File: config.mk
export PLATFORM = sky130hd
export DESIGN_NAME = morse_key_sequencer
export DESIGN_NICKNAME = d
export VERILOG_FILES = /design/src/rtl/morse_pkg.sv /design/src/rtl/morse_tick_gen.sv /design/src/rtl/morse_key_sequencer.sv
export SDC_FILE = /design/constraint.sdc
export NUM_CORES = 1
export LEC_CHECK = 0
export ABC_AREA = 1
export BUFFER_PORTS_ARGS = -buffer_cell sky130_fd_sc_hd__buf_2
export CAP_MARGIN = 30
export CORE_MARGIN = 4
export CORE_UTILIZATION = 54
export DETAILED_ROUTE_END_ITERATION = 16
export PLACE_DENSITY = 0.75
export SETUP_SLACK_MARGIN = 0.15
export SLEW_MARGIN = 10
export SYNTH_ARGS = -nofsm -noshare
export SYNTH_HDL_FRONTEND = slang
export SYNTH_SLANG_ARGS = --single-unit
File: constraint.sdc
create_clock -name clk -period 2.32 [get_ports clk]
set_clock_uncertainty 0.15 [all_clocks]
set_input_delay 0.348 -clock clk [delete_from_list [all_inputs] [get_ports clk]]
set_output_delay 0.348 -clock clk [all_outputs]
set_load 0.005 [all_outputs]
File: src/rtl/morse_pkg.sv
// Shared symbol codes, FSM state encoding and letter limits for the Morse key sequencer.
package morse_pkg;

   localparam int MAX_SYMBOLS = 5;

   typedef enum logic [1:0] {
      SYM_EMPTY = 2'b00,
      SYM_DOT   = 2'b01,
      SYM_DASH  = 2'b10
   } sym_e;

   typedef enum logic [1:0] {
      IDLE  = 2'b00,
      PRESS = 2'b01,
      GAP   = 2'b10,
      DONE  = 2'b11
   } state_e;

endpackage

File: src/rtl/morse_tick_gen.sv
// Timing prescaler: one-cycle tick every TICK_DIV clocks, restartable so that
// durations measured from a state entry are exact multiples of TICK_DIV.
module morse_tick_gen #(
   parameter int TICK_DIV = 100000
) (
   input  logic clk,
   input  logic reset,
   input  logic restart,
   output logic tick
);

   localparam int PW = (TICK_DIV > 1) ? $clog2(TICK_DIV) : 1;
   localparam logic [PW-1:0] LAST = PW'(TICK_DIV - 1);

   logic [PW-1:0] presc_q;
   logic [PW-1:0] presc_d;

   assign tick = (presc_q == LAST);

   always_comb begin
      presc_d = presc_q + 1'b1;
      if (restart || tick) begin
         presc_d = '0;
      end
   end

   always_ff @(posedge clk) begin
      if (!reset) begin
         presc_q <= '0;
      end else begin
         presc_q <= presc_d;
      end
   end

endmodule

File: src/rtl/morse_key_sequencer.sv
// Turns a raw Morse key into dot/dash symbols packed into five decoder slots,
// and pulses letter_done (or err_overflow) once the inter-letter gap elapses.
module morse_key_sequencer
   import morse_pkg::*;
#(
   parameter int TICK_DIV        = 100000,
   parameter int MIN_PRESS_TICKS = 10,
   parameter int DOT_MAX_TICKS   = 200,
   parameter int GAP_TICKS       = 600,
   parameter int CNT_W           = 12
) (
   input  logic       clk,
   input  logic       reset,
   input  logic       key_in,
   input  logic       clear,
   output logic [1:0] morse_one,
   output logic [1:0] morse_two,
   output logic [1:0] morse_three,
   output logic [1:0] morse_four,
   output logic [1:0] morse_five,
   output logic       letter_done,
   output logic [2:0] symbol_count,
   output logic       key_active,
   output logic       err_overflow
);

   localparam logic [CNT_W-1:0] MIN_T = CNT_W'(MIN_PRESS_TICKS);
   localparam logic [CNT_W-1:0] DOT_T = CNT_W'(DOT_MAX_TICKS);
   localparam logic [CNT_W-1:0] GAP_T = CNT_W'(GAP_TICKS);
   localparam logic [2:0]       MAX_C = 3'(MAX_SYMBOLS);

   logic             ks_meta_q;
   logic             ks_q;
   state_e           state_q;
   state_e           state_d;
   logic [CNT_W-1:0] dur_q;
   logic [CNT_W-1:0] dur_d;
   logic [CNT_W-1:0] dur_now;
   logic             ovf_q;
   logic             ovf_d;
   logic [1:0]       slot_q [MAX_SYMBOLS];
   logic [1:0]       slot_d [MAX_SYMBOLS];
   logic [2:0]       count_q;
   logic [2:0]       count_d;
   logic             letter_done_q;
   logic             letter_done_d;
   logic             err_q;
   logic             err_d;
   logic             restart;
   logic             tick;
   logic             is_glitch;
   logic [1:0]       sym;

   morse_tick_gen #(
      .TICK_DIV (TICK_DIV)
   ) u_tick_gen (
      .clk     (clk),
      .reset   (reset),
      .restart (restart),
      .tick    (tick)
   );

   // Fold in the tick landing this cycle so a release measures the full press.
   assign dur_now   = (tick && (dur_q != '1)) ? dur_q + 1'b1 : dur_q;
   assign is_glitch = (dur_now < MIN_T);
   assign sym       = (dur_now < DOT_T) ? SYM_DOT : SYM_DASH;
   assign restart   = (state_d != state_q);
   assign dur_d     = restart ? '0 : dur_now;

   always_ff @(posedge clk) begin
      if (!reset) begin
         ks_meta_q <= 1'b0;
         ks_q      <= 1'b0;
         state_q   <= IDLE;
         dur_q     <= '0;
      end else begin
         ks_meta_q <= key_in;
         ks_q      <= ks_meta_q;
         state_q   <= state_d;
         dur_q     <= dur_d;
      end
   end

   always_comb begin
      state_d = state_q;
      if (clear) begin
         state_d = IDLE;
      end else begin
         case (state_q)
            IDLE: begin
               if (ks_q) state_d = PRESS;
            end
            PRESS: begin
               if (!ks_q) begin
                  if (is_glitch && (count_q == 3'd0) && !ovf_q) state_d = IDLE;
                  else                                          state_d = GAP;
               end
            end
            GAP: begin
               if (ks_q)                  state_d = PRESS;
               else if (dur_now >= GAP_T) state_d = DONE;
            end
            DONE: begin
               state_d = IDLE;
            end
            default: begin
               state_d = IDLE;
            end
         endcase
      end
   end

   // Slot file only changes on a completed press, clear, or leaving DONE.
   always_comb begin
      slot_d  = slot_q;
      count_d = count_q;
      ovf_d   = ovf_q;
      if (clear || (state_q == DONE)) begin
         for (int i = 0; i < MAX_SYMBOLS; i++) slot_d[i] = SYM_EMPTY;
         count_d = 3'd0;
         ovf_d   = 1'b0;
      end else if ((state_q == PRESS) && !ks_q && !is_glitch) begin
         if (count_q < MAX_C) begin
            for (int i = 0; i < MAX_SYMBOLS; i++) begin
               if (count_q == 3'(i)) slot_d[i] = sym;
            end
            count_d = count_q + 3'd1;
         end else begin
            ovf_d = 1'b1;
         end
      end
   end

   always_comb begin
      letter_done_d = (state_d == DONE) && !ovf_q;
      err_d         = (state_d == DONE) && ovf_q;
   end

   always_ff @(posedge clk) begin
      if (!reset) begin
         for (int i = 0; i < MAX_SYMBOLS; i++) slot_q[i] <= SYM_EMPTY;
         count_q       <= 3'd0;
         ovf_q         <= 1'b0;
         letter_done_q <= 1'b0;
         err_q         <= 1'b0;
      end else begin
         slot_q        <= slot_d;
         count_q       <= count_d;
         ovf_q         <= ovf_d;
         letter_done_q <= letter_done_d;
         err_q         <= err_d;
      end
   end

   assign morse_one    = slot_q[0];
   assign morse_two    = slot_q[1];
   assign morse_three  = slot_q[2];
   assign morse_four   = slot_q[3];
   assign morse_five   = slot_q[4];
   assign symbol_count = count_q;
   assign key_active   = ks_q;
   assign letter_done  = letter_done_q;
   assign err_overflow = err_q;

endmodule
Word-level counts from Yosys, hierarchy flattened
Cells that the tools add are included.
{ "word_totals": {"in_bits": 4, "elab_cells": 67, "output_inout_bits": 16, "reg_bits": 49} }
{ "classes": {"bitwise_logic": 2, "eq_ne": 11, "mux": 9, "magnitude_cmp": 4, "n_reduce_logical": 24, "addsub": 3} }
{ "op_table": {"columns": ["operator", "count"], "rows": [
  ["$add A17 B1 Y17 const B", 1],
  ["$eq A17 B17 Y1 const B", 1],
  ["$reduce_and A3 Y1", 5],
  ["$mux W2", 7],
  ["$add A12 B1 Y12 const B", 1],
  ["$ge A12 B10 Y1 const B", 1],
  ["$lt A12 B4 Y1 const B", 1],
  ["$lt A12 B8 Y1 const B", 1],
  ["$mux W12", 1],
  ["$ne A12 B12 Y1 const B", 1],
  ["$pmux W2 S4", 1],
  ["$logic_and A1 B1 Y1", 7],
  ["$eq A2 B2 Y1 const B", 3],
  ["$eq A3 B2 Y1 const B", 2],
  ["$reduce_or A2 Y1", 3],
  ["$reduce_and A2 Y1", 2],
  ["$add A3 B1 Y3 const B", 1],
  ["$eq A3 B1 Y1 const B", 1],
  ["$eq A3 B3 Y1 const B", 1],
  ["$logic_not A1 Y1", 3],
  ["$logic_not A3 Y1", 1],
  ["$lt A3 B3 Y1 const B", 1],
  ["$eq A2 B1 Y1 const B", 1],
  ["$logic_not A2 Y1", 1],
  ["other kinds (3)", 5]
]} }

Depth between registers and ports, before layout
{ "logic_depth": {"ltp_word": 13, "ltp_mapped": 21, "depth_no_buf": 19} }

Modules after synthesis
From an unflattened synthesis, not the netlist that was laid out.
{ "unflattened": {"cells_unflattened": 395, "area_unflattened_um2": 2800.2} }
{ "modules_own_cells": {"columns": ["mod", "n_inst", "cells_per_inst", "seq_area_each_um2", "area_each_um2"], "rows": [
  ["morse_key_sequencer", 1, 267, 640.6, 1911.8],
  ["morse_tick_gen", 1, 128, 340.3, 888.4]
]} }

Worst setup path before layout
OpenSTA, ideal clock, no wires.
{ "synth_timing": {"kind": "reg-to-reg", "start": "reg dur_q[0]", "end": "reg u_tick_gen.presc_q[15]", "arrival_time_ns": 2.301, "t_required_ns": 2.049, "slack_ns": -0.252, "path_stages_with_launch": 19, "n_path_buf": 2, "synth_period_minus_slack_ns": 2.572, "setup_ns": 0.121, "cell_sequence": "dfxtp_1 -> ha_1 -> nand3_2 -> inv_2 -> nand3_4 -> nand3_2 -> buf_6 -> nand2_1 -> nand2_2 -> nand2_2 -> nor2_2 -> nand3_2 -> nand2_4 -> nand2_4 -> a21oi_1 -> nor2_4 -> nand4_4 -> buf_12 -> nor2_4"} }
{ "synth_between": {"elab_chain_len": 13, "elab_cells_between_ends": 17, "cone_classes": "add/sub (1); order compare (2); eq/ne (2); mux (7); reduce/logical (5)"} }
{ "synth_rtl": {"columns": ["item", "line", "text"], "rows": [
  ["start: declaration", "morse_key_sequencer.sv:36", "logic [CNT_W-1:0] dur_q;"],
  ["start signal: assignment", "morse_key_sequencer.sv:80", "dur_q <= dur_d;"],
  ["branches (longest 2 deep; another with $add A12 B1 Y12)", null, null],
  ["$mux W12 *", "morse_key_sequencer.sv:64", "assign dur_now = (tick && (dur_q != '1)) ? dur_q + 1'b1 : dur_q;"],
  ["$lt A12 B4 Y1", "morse_key_sequencer.sv:65", "assign is_glitch = (dur_now < MIN_T);"],
  ["$logic_and A1 B1 Y1 (2 in a row)", "morse_key_sequencer.sv:95", "if (is_glitch && (count_q == 3'd0) && !ovf_q) state_d = IDLE;"],
  ["$mux W2", "morse_key_sequencer.sv:95", null],
  ["$mux W2", "morse_key_sequencer.sv:94", "if (!ks_q) begin"],
  ["$pmux W2 S4 *", "morse_key_sequencer.sv:89", "case (state_q)"],
  ["$mux W2 *", "morse_key_sequencer.sv:86", "if (clear) begin"],
  ["$ne A2 B2 Y1 *", "morse_key_sequencer.sv:67", "assign restart = (state_d != state_q);"],
  ["$logic_or A1 B1 Y1 *", "morse_tick_gen.sv:22", "if (restart || tick) begin"],
  ["$reduce_or A2 Y1 (no source line) *", null, null],
  ["end signal: assignment", "morse_tick_gen.sv:31", "presc_q <= presc_d;"],
  ["end: declaration", "morse_tick_gen.sv:15", "logic [PW-1:0] presc_q;"]
]} }
Mark *: on every way between the ends.
A chain may end at the register's enable or synchronous reset.

Worst setup path in the final report
{ "layout_timing": {"start": "reg u_tick_gen.presc_q[16]", "end": "reg slot_q (netlist bit morse_three[0])"} }
{ "layout_between": {"elab_chain_len": 7, "elab_cells_between_ends": 9, "cone_classes": "order compare (2); eq/ne (1); mux (2); reduce/logical (4)"} }
{ "layout_rtl": {"columns": ["item", "line", "text"], "rows": [
  ["$eq A17 B17 Y1 *", "morse_tick_gen.sv:18", "assign tick = (presc_q == LAST);"],
  ["$logic_and A1 B1 Y1 *", "morse_key_sequencer.sv:64", null],
  ["$mux W12 *", "morse_key_sequencer.sv:64", null],
  ["$lt A12 B4 Y1", "morse_key_sequencer.sv:65", null],
  ["$logic_not A1 Y1", "morse_key_sequencer.sv:122", "end else if ((state_q == PRESS) && !ks_q && !is_glitch) begin"],
  ["$logic_and A1 B1 Y1", "morse_key_sequencer.sv:122", null],
  ["$reduce_and A3 Y1 (no source line)", null, null],
  ["end signal: assignment", "morse_key_sequencer.sv:147", "slot_q <= slot_d;"],
  ["end: declaration", "morse_key_sequencer.sv:41", "logic [1:0] slot_q [MAX_SYMBOLS];"]
]} }
Every way passes the cells marked *; elsewhere a longest branch is shown, timed or not.

==> impl_metrics.csv <==
group,metric,value,unit
run_status,run_status,"finished with violations",
run_status,failed_checks,"negative setup slack",
sta,hold_viol,0,
global_route,antenna_found_initial,0,
route,drt_iter0_markers,546,
clocking,clk_path_buf_depth,2,
layout,finalNonFillerCells,585,
clocking,cts.htree.levels,2,
logic_synthesis,synth_edf_count,0,
sta,worstMarginPinSlew,817,ps
die,die_w,80.7,um
logic_synthesis,synth-seq-cells,49,
die,die_area,0.00650,mm^2
logic_synthesis,synth.yosys.warnings,0,
critical_path,slowest_stage,"dfxtp_1",
logic_synthesis,ys_seq_area_share,34.4,%
pwr,leakagePower,1.99,nW
layout,postLayoutCellArea,0.00455,mm^2
clocking,numCtsBuffers,5,
sta,relSlewSlack,45.0,%
global_route,grt_usage,30.5,%
pwr,peakVddDrop,0.354,mV
placed_design,dpl_cell_area,0.00355,mm^2
global_route,grt_overflow_total,0,
critical_path,cp_slowest_stage_delay,400,ps
critical_path,critPathCaptureType,"register",
logic_synthesis,dominantRegCellSynth,"dfxtp_1",
clocking,cts_root_buf,"clkbuf_8",
critical_path,path_common_cell,"buf_6",
sta,clock.fmax,321,MHz
route,via_per_inst,6.21,
critical_path,criticalPathCategory,"register to register",
sta,setup_viol,47,
critical_path,cp-start-kind,"register",
layout,drive_above_1_share,53.6,%
worst_hold_path,hold_depth,3,
placed_design,gp_congestion,0.887,
critical_path,crit_chain,"nand2_1 > nor2_1 > nand2_4 > nor2_4 > buf_6 > buf_6 > nand4_1 > nand2_2 > inv_2 > nand2_2 > nor2_2 > nand3_2 > nand2_4 > buf_6 > nor2_4 > buf_6 > buf_6 > nand4_1 > nand2_1 > a21oi_2",
logic_synthesis,yosysTopAreaCellShare,34.4,%
worst_hold_path,worstHoldStart,"key_in",
critical_path,cp.arrival,3190,ps
global_route,grt_max_degree,16,
critical_path,cp_max_fo,5,
clocking,clk_pin_slew_worst_paths,100,ps
critical_path,worstSetupStartpoint,"u_tick_gen.presc_q[16]$_SDFF_PP0_",
logic_synthesis,yosysUniqueCellTypes,34,
worst_hold_path,hold_path_class,"primary input to register",
logic_synthesis,syn_avg_cell_area,7.46,um^2
layout,diodes,0,
die,ios,20,
global_route,grt_pass1_vias,3294,
clocking,cts_sinks,49,
route,detail-route-antenna-nets,0,
route,vias,3631,
critical_path,reg2reg_depth,20,
logic_synthesis,synth-async-reset-ratio,0,%
sta,layout_min_cycle_time,3110,ps
logic_synthesis,syn-cell-area,0.00285,mm^2
layout,syn2layout_area_growth,59.8,%
die,core-area,0.00511,mm^2
global_route,grt_pass1_wl,15300,um
die,initial_core_util,55.8,%
placed_design,portBuffers,19,
pwr,powerDensity,359,mW/mm^2
layout,nets,525,
sta,rsz0062_at_grt,"yes",
route,drt_pass1_iterations,6,
sta,fin_ws,-793,ps
die,die_y,80.7,um
clocking,insertion_delay,320,ps
route,wl,13200,um
clocking,cts_tree,"done",
logic_synthesis,synth_top_cell_by_area,"dfxtp_1",
route,post_drt_wl_per_cell,22.6,um
placed_design,dp.cells,530,
logic_synthesis,synth.net_count,393,
logic_synthesis,netlist_instances,382,
critical_path,reg2reg_from,"u_tick_gen.presc_q[16]$_SDFF_PP0_",
sta,finalMaxSlewViolations,0,
die,rows,26,
sta,post-route-period-util,134,%
sta,tns,-31520,ps
clocking,cts_hold_buf,0,
placed_design,hpwl,4990,um
job,max_cap_viol_count,0,
route,drc_errors,0,
logic_synthesis,netlist_top_cells_area,"dfxtp_1 (34%), nand2_1 (11%), inv_1 (6.3%)",
critical_path,crit_required,2390,ps
-- cell type report --
class / instances / area (um^2)
multi-input cells: 273 / 2060
repair buffers: 128 / 1080
flip-flops and latches: 49 / 991
fillers: 174 / 553
inverters: 57 / 221
well taps: 70 / 87.6
clock buffers: 6 / 72.6
clock inverters: 2 / 38.8
-- synthesized netlist by cell type (2+ instances only) --
cell and count:
a21oi_1 18, dfxtp_1 49, ha_1 7, inv_1 48
inv_2 8, nand2_1 86, nand2_2 14, nand2_4 4
nand3_1 21, nand3_2 7, nand3_4 2, nand3b_1 3
nand4_1 9, nor2_1 33, nor2_2 3, nor2_4 16
nor3_1 13, nor4_1 2, o21ai_0 6, o21ai_1 2
xnor2_1 3, xor2_1 16
-- path summary, 6_finish.rpt --
check / to / slack (ps)
max: morse_three[0]$_SDFFE_PP0P_ / -790
min: ks_meta_q$_SDFF_PN0_ / 70
max reg2reg: morse_three[0]$_SDFFE_PP0P_ / -790
min reg2reg: letter_done$_SDFF_PN0_ / 290
-- critical path: cells and delay by family (launching register included) --
kind            cells  cell delay [ps]
compound gates      1               40
buf+inv             6              660
simple gates       13             1740
flops               1              400
-- sequential cells by signal, indices dropped and copies added (netlist names) --
signal / count
ovf_q: 1
morse_five: 2
morse_four: 2
key_active: 1
morse_three: 2
u_tick_gen.presc_q: 17
morse_two: 2
ks_meta_q: 1
dur_q: 12
state_q: 2
letter_done: 1
symbol_count: 3
err_overflow: 1
morse_one: 2
-- metrics by stage --
step                      hold WS (ps)  total power, mW  setup WS (ps)  utilization (%)
after floorplan                    240            0.920           -124                -
after global placement             242            0.943           -216             69.5
after detailed placement           257            0.946           -345             69.5
after CTS                         65.7             1.58           -306             80.3
after global routing               104             1.66           -830             89.2
final                             73.7             1.64           -793             89.2
-- cell usage in the layout (no fill, tap or decap), types with 2 or more instances in the layout --
cell	instances
a21oi_1	7
a21oi_2	11
buf_12	2
buf_2	19
buf_4	80
buf_6	24
clkbuf_16	2
clkbuf_8	5
clkinv_4	2
dfxtp_1	43
dfxtp_2	5
ha_1	5
ha_4	2
inv_1	43
inv_2	11
nand2_1	60
nand2_2	29
nand2_4	15
nand3_1	14
nand3_2	8
nand3_4	9
nand3b_1	3
nand4_1	9
nor2_1	21
nor2_2	6
nor2_4	25
nor3_1	5
nor3_2	5
nor3_4	4
o21ai_0	3
o21ai_2	4
xnor2_1	3
xor2_1	16
-- cell families after synthesis --
group | synth area share [%]
xor gates and xnor gates | 5.84
DFF | 34.4
AOI/OAI and AO/OA | 5.09
buffers and inverters | 8.91
and+or+nand+nor | 42.7
adders and majority gates | 3.07
-- repair_timing --
action	CTS	global route
setup endpoints to repair	47	47
gates resized for setup	58	81
cloned	4	1
pin swaps	29	30
buffers inserted	23	19
-- routing by layer --
metal | share of wire (%) | GRT usage [%] | vias up
li1 | - | - | 1469
met1 | 35 | 33.8 | 1673
met2 | 45 | 52.4 | 356
met3 | 11 | 7.85 | 133
met4 | 9.1 | 17.2 | 0
met5 | 0 | 0 | -
-- report_power, final --
group	leakage (nW)	switching, mW	internal (mW)	total [mW]
Sequential	0.398	0.00769	0.847	0.855
Clock	0.0554	0.324	0.325	0.648
Combinational	1.53	0.0779	0.0549	0.133
Power figures use the tool's default switching activity.
